File: src/rtl/crc_stream_pkg.sv
// crc_stream_pkg: shared types and helpers for the CRC stream engine.
// State encoding, beats-per-CRC helper and parameter legality check.
package crc_stream_pkg;

    typedef enum logic {
        ST_PASS   = 1'b0,
        ST_APPEND = 1'b1
    } state_e;

    // Number of DATA_W-bit beats needed to carry one CRC.
    function automatic int crc_nb(input int crc_w, input int data_w);
        return crc_w / data_w;
    endfunction

    // The CRC must split into a whole number of beats.
    function automatic bit params_ok(input int crc_w, input int data_w);
        return (data_w > 0) && (crc_w >= data_w) && ((crc_w % data_w) == 0);
    endfunction

endpackage

File: src/rtl/crc_stream_engine_step.sv
// crc_step: combinational one-beat CRC update, data bits MSB-first.
// Non-reflected polynomial with the implicit top bit omitted.
module crc_step #(
    parameter int             CRC_W  = 8,
    parameter int             DATA_W = 8,
    parameter logic [CRC_W-1:0] POLY = 8'h07
) (
    input  logic [CRC_W-1:0]  crc_i,
    input  logic [DATA_W-1:0] data_i,
    output logic [CRC_W-1:0]  crc_o
);

    // Bit-serial LFSR recurrence unrolled across the whole beat.
    always_comb begin
        logic [CRC_W-1:0] c;
        logic             fb;
        c  = crc_i;
        fb = 1'b0;
        for (int i = DATA_W - 1; i >= 0; i--) begin
            fb = c[CRC_W-1] ^ data_i[i];
            c  = (c << 1) ^ (fb ? POLY : '0);
        end
        crc_o = c;
    end

endmodule

File: src/rtl/crc_stream_engine.sv
// crc_stream_engine: beat-parallel CRC for framed streams, CRC appended MSB-first.
// Optional check mode (pass-through + residue compare): CRC_STREAM_ENGINE_CHECK_EN.
module crc_stream_engine
    import crc_stream_pkg::*;
#(
    parameter int               CRC_W   = 8,
    parameter int               DATA_W  = 8,
    parameter logic [CRC_W-1:0] POLY    = 8'h07,
    parameter logic [CRC_W-1:0] INIT    = '0,
    parameter logic [CRC_W-1:0] XOROUT  = '0,
    parameter logic [CRC_W-1:0] RESIDUE = '0
) (
    input  logic              clk,
    input  logic              rst,
`ifdef CRC_STREAM_ENGINE_CHECK_EN
    input  logic              check_mode,
    output logic              crc_err,
    output logic              crc_err_valid,
`endif
    input  logic              s_valid,
    output logic              s_ready,
    input  logic [DATA_W-1:0] s_data,
    input  logic              s_last,
    output logic              m_valid,
    input  logic              m_ready,
    output logic [DATA_W-1:0] m_data,
    output logic              m_last,
    output logic [CRC_W-1:0]  crc_out,
    output logic              crc_valid
);

    localparam int NB = crc_nb(CRC_W, DATA_W);
    localparam int CW = $clog2(NB) + 1;

    if (!params_ok(CRC_W, DATA_W)) begin : g_bad_params
        $error("crc_stream_engine: CRC_W must be a multiple of DATA_W");
    end

    state_e              state_q;
    logic [CRC_W-1:0]    crc_q;
    logic [CW-1:0]       cnt_q;
    logic                m_valid_q;
    logic [DATA_W-1:0]   m_data_q;
    logic                m_last_q;
    logic [CRC_W-1:0]    crc_out_q;
    logic                crc_valid_q;

    logic [CRC_W-1:0]    crc_d;
    logic [CRC_W-1:0]    slice_sh;
    logic [DATA_W-1:0]   slice;
    logic                out_free;
    logic                accept;
    logic                last_slice;
    logic                chk_mode;

    crc_step #(
        .CRC_W  (CRC_W),
        .DATA_W (DATA_W),
        .POLY   (POLY)
    ) u_step (
        .crc_i  (crc_q),
        .data_i (s_data),
        .crc_o  (crc_d)
    );

    assign out_free   = ~m_valid_q | m_ready;
    assign s_ready    = (state_q == ST_PASS) & out_free;
    assign accept     = s_valid & s_ready;
    assign last_slice = (cnt_q == CW'(NB - 1));
    assign slice_sh   = crc_out_q >> (DATA_W * (NB - 1 - int'(cnt_q)));
    assign slice      = slice_sh[DATA_W-1:0];

`ifdef CRC_STREAM_ENGINE_CHECK_EN
    logic mode_q;
    logic in_frame_q;
    logic crc_err_q;
    logic crc_err_valid_q;

    // Mode is taken from the port on a frame's first beat, then held.
    assign chk_mode = in_frame_q ? mode_q : check_mode;

    // Frame tracking and residue comparison on the closing beat.
    always_ff @(posedge clk or posedge rst) begin
        if (rst) begin
            mode_q          <= 1'b0;
            in_frame_q      <= 1'b0;
            crc_err_q       <= 1'b0;
            crc_err_valid_q <= 1'b0;
        end else begin
            crc_err_valid_q <= 1'b0;
            if (accept) begin
                mode_q     <= chk_mode;
                in_frame_q <= ~s_last;
                if (s_last) begin
                    crc_err_q       <= (crc_d != RESIDUE);
                    crc_err_valid_q <= 1'b1;
                end
            end
        end
    end

    assign crc_err       = crc_err_q;
    assign crc_err_valid = crc_err_valid_q;
`else
    assign chk_mode = 1'b0;
`endif

    // Main FSM: pass beats through, then append CRC slices MSB-first.
    always_ff @(posedge clk or posedge rst) begin
        if (rst) begin
            state_q     <= ST_PASS;
            crc_q       <= INIT;
            cnt_q       <= '0;
            m_valid_q   <= 1'b0;
            m_data_q    <= '0;
            m_last_q    <= 1'b0;
            crc_out_q   <= '0;
            crc_valid_q <= 1'b0;
        end else begin
            crc_valid_q <= 1'b0;
            if (m_valid_q && m_ready) begin
                m_valid_q <= 1'b0;
            end
            unique case (state_q)
                ST_PASS: begin
                    if (accept) begin
                        m_valid_q <= 1'b1;
                        m_data_q  <= s_data;
                        m_last_q  <= s_last & chk_mode;
                        if (s_last) begin
                            crc_out_q   <= crc_d ^ XOROUT;
                            crc_valid_q <= 1'b1;
                            crc_q       <= INIT;
                            cnt_q       <= '0;
                            state_q     <= chk_mode ? ST_PASS : ST_APPEND;
                        end else begin
                            crc_q <= crc_d;
                        end
                    end
                end
                ST_APPEND: begin
                    if (out_free) begin
                        m_valid_q <= 1'b1;
                        m_data_q  <= slice;
                        m_last_q  <= last_slice;
                        if (last_slice) begin
                            cnt_q   <= '0;
                            state_q <= ST_PASS;
                        end else begin
                            cnt_q <= cnt_q + CW'(1);
                        end
                    end
                end
            endcase
        end
    end

    assign m_valid   = m_valid_q;
    assign m_data    = m_data_q;
    assign m_last    = m_last_q;
    assign crc_out   = crc_out_q;
    assign crc_valid = crc_valid_q;

endmodule

File: config.mk
export PLATFORM = sky130hd
export DESIGN_NAME = crc_stream_engine
export DESIGN_NICKNAME = d
export VERILOG_FILES = /design/src/rtl/crc_stream_pkg.sv /design/src/rtl/crc_stream_engine_step.sv /design/src/rtl/crc_stream_engine.sv
export SDC_FILE = /design/constraint.sdc
export NUM_CORES = 1
export LEC_CHECK = 0
export ABC_CLOCK_PERIOD_IN_PS = 2100
export CAP_MARGIN = 20
export CORE_ASPECT_RATIO = 1.75
export CORE_MARGIN = 2
export CORE_UTILIZATION = 45
export CTS_CLUSTER_DIAMETER = 50
export DETAILED_ROUTE_END_ITERATION = 7
export PLACE_DENSITY_LB_ADDON = 0.25
export SYNTH_ARGS = -nofsm -noshare
export SYNTH_HDL_FRONTEND = slang
export SYNTH_SLANG_ARGS = --single-unit
export TNS_END_PERCENT = 20
File: constraint.sdc
create_clock -name clk -period 2.1 [get_ports clk]
set_clock_uncertainty 0.15 [all_clocks]
set_input_delay 0.21 -clock clk [delete_from_list [all_inputs] [get_ports clk]]
set_output_delay 0.21 -clock clk [all_outputs]
set_load 0.02 [all_outputs]
Word level (Yosys, flattened, before mapping) --
Index checks and enable logic that the tools add are counted.
Operators by class: add/subtract/negate cells 2, equal/unequal tests 3, shift operators 1, mux-type cells 30, bitwise operators 22, reduce and logical (&&, ||, !) cells 5
Operators with widths (number):
- $xor 8x8->8 | 6
- $shr 8x32->8 | 1
- $mux 3 | 8
- $mux 8 | 3
- $pmux 8 s2 | 1
- $xor 8x3->8 | 2
- $mux 1 | 14
- $pmux 1 s2 | 4
- $xor 1x1->1 | 8
- $reduce_and 3->1 | 2
- $ne 2x2->1 const B | 2
- $reduce_and 2->1 | 2
- $not 1->1 | 3
- $and 1x1->1 | 2
- $ne 2x1->1 const B | 1
- $sub 1x1->2 const A | 1
- $add 1x1->1 const B | 1
- $logic_and 1x1->1 | 1
- $or 1x1->1 | 1
Word-level totals: register bits 29, input port bits 13, output and inout bits 20

Longest topological paths before layout --
Gate-level depths: netlist of run 1.
depth in word-level cells 25, depth in mapped cells 5

Cells and area by module --
Synthesis of run 1 repeated with hierarchy kept, for this count alone.
Second synthesis, totals: cells, all modules 107, area total of the unflattened synthesis 1521.5 sq um
By module, submodules not included:
- crc_stream_engine | instances 1, cells an instance 85, area an instance 1313.8 sq um
- crc_step | instances 1, cells an instance 22, area an instance 207.7 sq um

Worst setup path before layout of run 1 --
OpenSTA, ideal clock, no wires.
path type register to register, from register crc_q[6], to register crc_q[2], library setup time 0.126 ns, data arrival time 1.410 ns, path slack 0.414 ns, stages on the path, launching flop included 4, buffers on the path 0, clock period less this slack 1.686 ns, path through dfrtp_1 > xor2_2 > xnor3_1 > a221o_1
On the way: word-level cells in the longest chain between the ends 13
RTL lines:
- from (decl) | RTL line crc_stream_engine.sv:40 | logic [CRC_W-1:0] crc_q;
- from (signal assigned) | RTL line crc_stream_engine.sv:137 | crc_q <= crc_d;
- $xor 8x8->8 | RTL line crc_stream_engine_step.sv:21 | c = (c << 1) ^ (fb ? POLY : '0);
- $xor 1x1->1 | RTL line crc_stream_engine_step.sv:20 | fb = c[CRC_W-1] ^ data_i[i];
- $mux 3 | RTL line crc_stream_engine_step.sv:21
- $xor 8x8->8 (5 in series) | RTL line crc_stream_engine_step.sv:21
- $xor 8x3->8 | RTL line crc_stream_engine_step.sv:21
- $xor 1x1->1 | RTL line crc_stream_engine_step.sv:20
- $mux 3 | RTL line crc_stream_engine_step.sv:21
- $xor 8x3->8 | RTL line crc_stream_engine_step.sv:21
- $mux 8 | RTL line crc_stream_engine.sv:130 | if (s_last) begin
No other way between the ends. A chain may end at the register's enable or synchronous reset.

Worst setup path after layout of run 1 --
from register state_q, to output s_ready
On the way: word-level cells in the longest chain between the ends 2
RTL lines:
- from (decl) | RTL line crc_stream_engine.sv:39 | state_e state_q;
- from (signal assigned) | RTL line crc_stream_engine.sv:135 | state_q <= chk_mode ? ST_PASS : ST_APPEND;
- $not 1->1 (no line)
- $and 1x1->1 | RTL line crc_stream_engine.sv:67 | assign s_ready = (state_q == ST_PASS) & out_free;
- to (decl) | RTL line crc_stream_engine.sv:21 | output logic s_ready,
No other way between the ends.

==> flow_summary_export.csv, run 1 <==
group,metric,value,unit
run,maxCapViolCount,0,
setup_path,r2r_start,"state_q",
placement,hpwl,2160,um
pwr,p_leak,0.826,nW
sta,max_slew_margin,39.3,%
sta,slew_viol_final,0,
sta,rsz0062_at_grt,"false",
global_routing,grt_max_degree,29,
pwr,powerDensity,1380,nW/um^2
setup_path,r2r_end,"m_data[1]",
sta,setup_viol,0,
yosys,synthArstFlopShare,100,%
yosys,syn_area_per_cell,11.3,sq um
pwr,peakVddDrop,0.852,mV
sta,tightest_slew,0.907,ns
placement,port-buffer-count,32,
worst_hold_path,hp-class,"in2async",
yosys,ys_seq_area_share,49.4,%
drt,route.detailed.drc,0,
cts,cts_made_buffers,3,
status,outcome,"complete, no violations",
cells_and_area,area_delta_synth_final,33.1,%
drt,wl_per_cell,13.8,um
global_routing,antenna_found_initial,0,
placement,gp_congestion,0.836,
cts,ctsResizeCount,0,
yosys,synth_cell_type_count,30,
global_routing,grt_pass1_vias,1102,
cells_and_area,instances_no_fill,207,
setup_path,r2r_slack,0.29,ns
setup_path,r2r_cells,4,
yosys,synth.area.top_cells,"dfrtp_1 (49%), xnor2_1 (6.8%), mux2i_1 (5.6%)",
drt,ant_nets,0,
cells_and_area,n_antenna_cell,0,
yosys,syn-num-nets,138,
placement,dp.cells,203,
setup_path,cp-end-kind,"primary output",
yosys,synth_top_area_share,49.4,%
setup_path,critPathArrivalTime,1.56,ns
drt,first_iter_violations,41,
drt,wirelength,2850,um
sta,post-route-min-period,1.92,ns
global_routing,grt.total_usage,18.2,%
setup_path,crit_fanout,8,
yosys,synth_area_leader_cell,"dfrtp_1",
drt,num_vias,1031,
floorplan,rows,27,
cts,post_cts_buffers,0,
cells_and_area,final_nets,178,
global_routing,grt_pass1_wl,4860,um
cts,htreeDepth,1,
floorplan,core-area,3070,sq um
floorplan,die-area,3630,sq um
yosys,synth_area,1420,sq um
floorplan,initial_core_util,46.1,%
cts,worstSkewPairLatency,0.28,ns
sta,timing.final.hold_violations,0,
floorplan,fp.dieW,46.4,um
setup_path,critPathRequiredTime,1.74,ns
global_routing,grt-ovfl-total,0,
drt,via_per_inst,4.98,
yosys,synth_cells,125,
setup_path,critPathLaunchType,"flip-flop",
cts,path_clk_slew,0.09,ns
drt,drt-pass1-iter-count,4,
cts,cts_sinks,28,
yosys,ys.flop_type,"dfrtp_1",
cts,cts_buffer_depth,2,
sta,post-route-period-util,91.4,%
floorplan,io_pins,33,
setup_path,worst-setup-path-type,"reg2out",
cts,cts_root_buffer,"clkbuf_8",
yosys,synth_edf_count,0,
cells_and_area,drive_gt1_share,11.6,%
sta,clock.fmax,0.521,GHz
yosys,yosysMostFrequentCell,"dfrtp_1",
sta,hold_ws,0.138,ns
cells_and_area,fillers,258,
yosys,synth_seq_cells,28,
yosys,yosysWarnings,0,
floorplan,die_h,78.3,um
cts,cts_tree,"yes",
cells_and_area,final_util,61.4,%
yosys,synth_common_cells,"dfrtp_1 (28), nand2_1 (12), nor2_1 (12), xnor2_1 (11)",
cts,cts_hold_buf,0,
routing by layer:
layer	vias up	GRT usage [%]	share of wire, %
met2	26	31.1	52
li1	509	-	-
met5	-	0	0
met3	5	2.30	3.4
met1	491	21.7	42
met4	0	7.71	2.2
final cells by class:
| class | instances | area [sq um] | area share [%] |
|---|---|---|---|
| multi-input combinational | 90 | 689 | 36.5 |
| inverter | 2 | 7.51 | 0.398 |
| timing repair buffer | 40 | 380 | 20.2 |
| sequential | 28 | 701 | 37.1 |
| tap | 43 | 53.8 | 2.85 |
| clock buffer | 4 | 55.1 | 2.92 |
through the flow:
stage / area (sq um) / setup TNS [ns] / worst slack [ns] / total power [mW]
2_1_floorplan: 1420 / 0 / 0.414 / 1.79
3_3_place_gp: 1830 / 0 / 0.0213 / 2.24
3_5_place_dp: 1830 / -0.0230 / -0.0186 / 2.29
4_1_cts: 1890 / 0 / 0.172 / 2.64
5_1_grt: 1890 / 0 / 0.0614 / 2.79
6_report: 1890 / 0 / 0.180 / 2.61
cells by family (layout without fill, tap and decap cells):
| logic type | count (synthesis) | after routing | share of synthesized area, % |
|---|---|---|---|
| buffers and inverters | 7 | 46 | 1.94 |
| flip-flops | 28 | 28 | 49.4 |
| AO/OA/AOI/OAI | 22 | 22 | 10.2 |
| multiplexers | 11 | 11 | 8.03 |
| XOR/XNOR | 24 | 24 | 20.2 |
| AND/OR/NAND/NOR | 33 | 33 | 10.2 |
report_power, final:
| part | leakage [nW] | switching (mW) | internal, mW |
|---|---|---|---|
| clock | 0.0288 | 0.169 | 0.168 |
| sequential | 0.340 | 0.147 | 0.726 |
| combinational | 0.457 | 0.648 | 0.753 |
placed cells by master (no fill, tap or decap), types with 7 or more instances in the layout:
cell type	synthesis	layout
a21oi_1	8	8
clkdlybuf4s50_1	0	32
nand2_1	12	12
nor2_1	12	12
xnor2_1	11	11
dfrtp_1	28	28
mux2i_1	8	8
buf_4	0	8
xor2_1	7	7
flip-flops by register name, indices dropped and copies added, names as in the netlist:
name	count
crc_out	8
crc_q	8
m_data	8
crc_valid	1
m_last	1
m_valid	1
state_q	1
worst max path at each step:
| stage | startpoint | end | slack (ns) |
|---|---|---|---|
| finish | state_q | s_ready | 0.18 |
| global placement | s_data[6] | crc_q[2] | 0.02 |
| global route | state_q | m_data[2] | 0.06 |
| detailed placement | s_data[6] | crc_q[2] | -0.02 |
| CTS | state_q | s_ready | 0.17 |
| floorplan | crc_q[6] | crc_q[2] | 0.41 |
critical path, stage by stage (launching register included):
cell and delay (ns):
dfrtp_1 0.52, nor2_1 0.15, clkdlybuf4s50_1 0.61
Power figures use the tool's default switching activity.
==> inputs of run 2 (changes only) <==
--- a/config.mk
+++ b/config.mk
@@ -12,6 +12,8 @@
 export CORE_UTILIZATION = 45
 export CTS_CLUSTER_DIAMETER = 50
 export DETAILED_ROUTE_END_ITERATION = 7
+export GPL_ROUTABILITY_DRIVEN = 0
+export MAX_ROUTING_LAYER = met4
 export PLACE_DENSITY_LB_ADDON = 0.25
 export SYNTH_ARGS = -nofsm -noshare
 export SYNTH_HDL_FRONTEND = slang
==> run 2 against run 1 <==
- worst hold slack about the same
- global-route usage rose by 0.46 points
- critical path depth is the same
- core utilization unchanged
- die area unchanged
- maximum frequency about the same
- flip-flop and latch count unchanged
- count of clock-buffer cells in the layout unchanged
- cell area stayed put
- power hardly changed
- sequential share of layout area is the same
- via count up 0.19%
==> flow_summary_export.csv, run 2 (synthesis gave the netlist of run 1 again) <==
group,metric,value,unit
status,outcome,"complete, no violations",
floorplan,io_pins,33,
setup_path,cp_slowest_cell,"clkdlybuf4s50_1",
floorplan,die-area,3630,sq um
pwr,powerDensity,1380,nW/um^2
drt,via_per_inst,4.99,
global_routing,grt_pass1_vias,1101,
drt,dr_wl_met2,1490,um
drt,num_vias,1033,
setup_path,critPathArrivalTime,1.56,ns
cells_and_area,drive_gt1_share,11.6,%
cts,ctsResizeCount,0,
setup_path,worst-setup-path-type,"reg2out",
global_routing,grt_max_degree,29,
drt,drt-pass1-iter-count,4,
global_routing,antenna_found_initial,0,
cells_and_area,fillers,258,
cells_and_area,final_cell_area,1890,sq um
sta,rsz0062_at_grt,"false",
cells_and_area,final_nets,178,
sta,setup_viol,0,
cells_and_area,final_util,61.4,%
sta,tightest_slew,0.907,ns
placement,port-buffer-count,32,
cells_and_area,mostFrequentLayoutCells,"clkdlybuf4s50_1 (32), dfrtp_1 (28), nand2_1 (12), nor2_1 (12), xnor2_1 (11)",
sta,post-route-period-util,91.4,%
global_routing,grt.total_usage,18.7,%
worst_hold_path,hp-class,"in2async",
drt,wirelength,2850,um
setup_path,r2r_start,"crc_q[6]",
cells_and_area,mostFrequentLayoutCell,"clkdlybuf4s50_1",
setup_path,critPathTopFamily,"buffers and inverters",
sta,clock.fmax,0.521,GHz
setup_path,r2r_end,"crc_q[2]",
cts,cts_sinks,28,
sta,max_slew_margin,39.3,%
global_routing,grt_pass1_wl,4850,um
cts,path_clk_slew,0.09,ns
drt,first_iter_violations,44,
drt,wl_met3,103,um
sta,timing.final.hold_violations,0,
cells_and_area,area_delta_synth_final,33.1,%
floorplan,core-area,3070,sq um
cts,cts_tree,"yes",
setup_path,r2r_slack,0.29,ns
floorplan,die_h,78.3,um
setup_path,r2r_cells,3,
setup_path,critPathLaunchType,"flip-flop",
global_routing,grt-ovfl-total,0,
placement,placed_cell_area,1830,sq um
sta,slew_viol_final,0,
sta,hold_ws,0.138,ns
setup_path,path_cells,"nor2_1, clkdlybuf4s50_1",
drt,ant_nets,0,
run,maxCapViolCount,0,
cts,cts_made_buffers,3,
setup_path,path_buf_inv,1,
drt,top_layer,"met4",
drt,met1_length,1190,um
pwr,peakVddDrop,0.854,mV
cts,cts_buffer_depth,2,
floorplan,fp.dieW,46.4,um
setup_path,critical-path-max-stage-delay,0.61,ns
cts,htreeDepth,1,
sta,post-route-min-period,1.92,ns
cts,cts_root_buffer,"clkbuf_8",
cts,post_cts_buffers,0,
floorplan,rows,27,
setup_path,crit_fanout,8,
placement,hpwl,2160,um
setup_path,critPathRequiredTime,1.74,ns
cts,worstSkewPairLatency,0.28,ns
cts,cts_hold_buf,0,
drt,route.detailed.drc,0,
setup_path,cp-end-kind,"primary output",
drt,wl_per_cell,13.7,um
cells_and_area,n_antenna_cell,0,
floorplan,initial_core_util,46.1,%
sta,fin_setup_tns,0,ns
pwr,p_leak,0.826,nW
run 2: cell counts in the layout (fill, tap and decap cells not counted):
No cell type changed its count.
run 2: per-stage QoR:
step	setup WS (ns)	instances	total power, mW
floorplan	0.414	125	1.79
global placement	0.0213	203	2.24
detailed placement	-0.0186	203	2.29
finish	0.180	207	2.61
global route	0.0614	207	2.79
CTS	0.172	207	2.64
run 2: cell type report:
cell class / instances / area (sq um) / share of cell area [%]
Timing Repair Buffer: 40 / 380 / 20.2
Inverter: 2 / 7.51 / 0.398
Tap cell: 43 / 53.8 / 2.85
Sequential cell: 28 / 701 / 37.1
Multi-Input combinational cell: 90 / 689 / 36.5
Clock buffer: 4 / 55.1 / 2.92
run 2: tightest hold or removal path: cells and delay by family:
| family | cells | cell delay (ns) |
|---|---|---|
| buffers and inverters | 3 | 0.77 |
run 2: power by group:
| group | switching, mW | internal, mW | leakage, nW | total (mW) |
|---|---|---|---|---|
| combinational | 0.649 | 0.753 | 0.457 | 1.40 |
| sequential | 0.148 | 0.726 | 0.340 | 0.874 |
| clock | 0.169 | 0.168 | 0.0288 | 0.338 |
| total | 0.966 | 1.65 | 0.826 | 2.61 |
run 2: per-layer routing:
metal	global-route usage (%)	up-vias
li1	-	508
met1	21.9	492
met2	31.1	28
met3	2.07	5
met4	7.71	0
met5	-	-
run 2: worst max-delay path by stage:
stage	from	end	slack, ns	cells past startpoint
floorplan	crc_q[6]	crc_q[2]	0.41	3
global placement	s_data[6]	crc_q[2]	0.02	4
detailed placement	s_data[6]	crc_q[2]	-0.02	4
CTS	state_q	s_ready	0.17	2
global route	state_q	m_data[2]	0.06	4
finish	state_q	s_ready	0.18	2
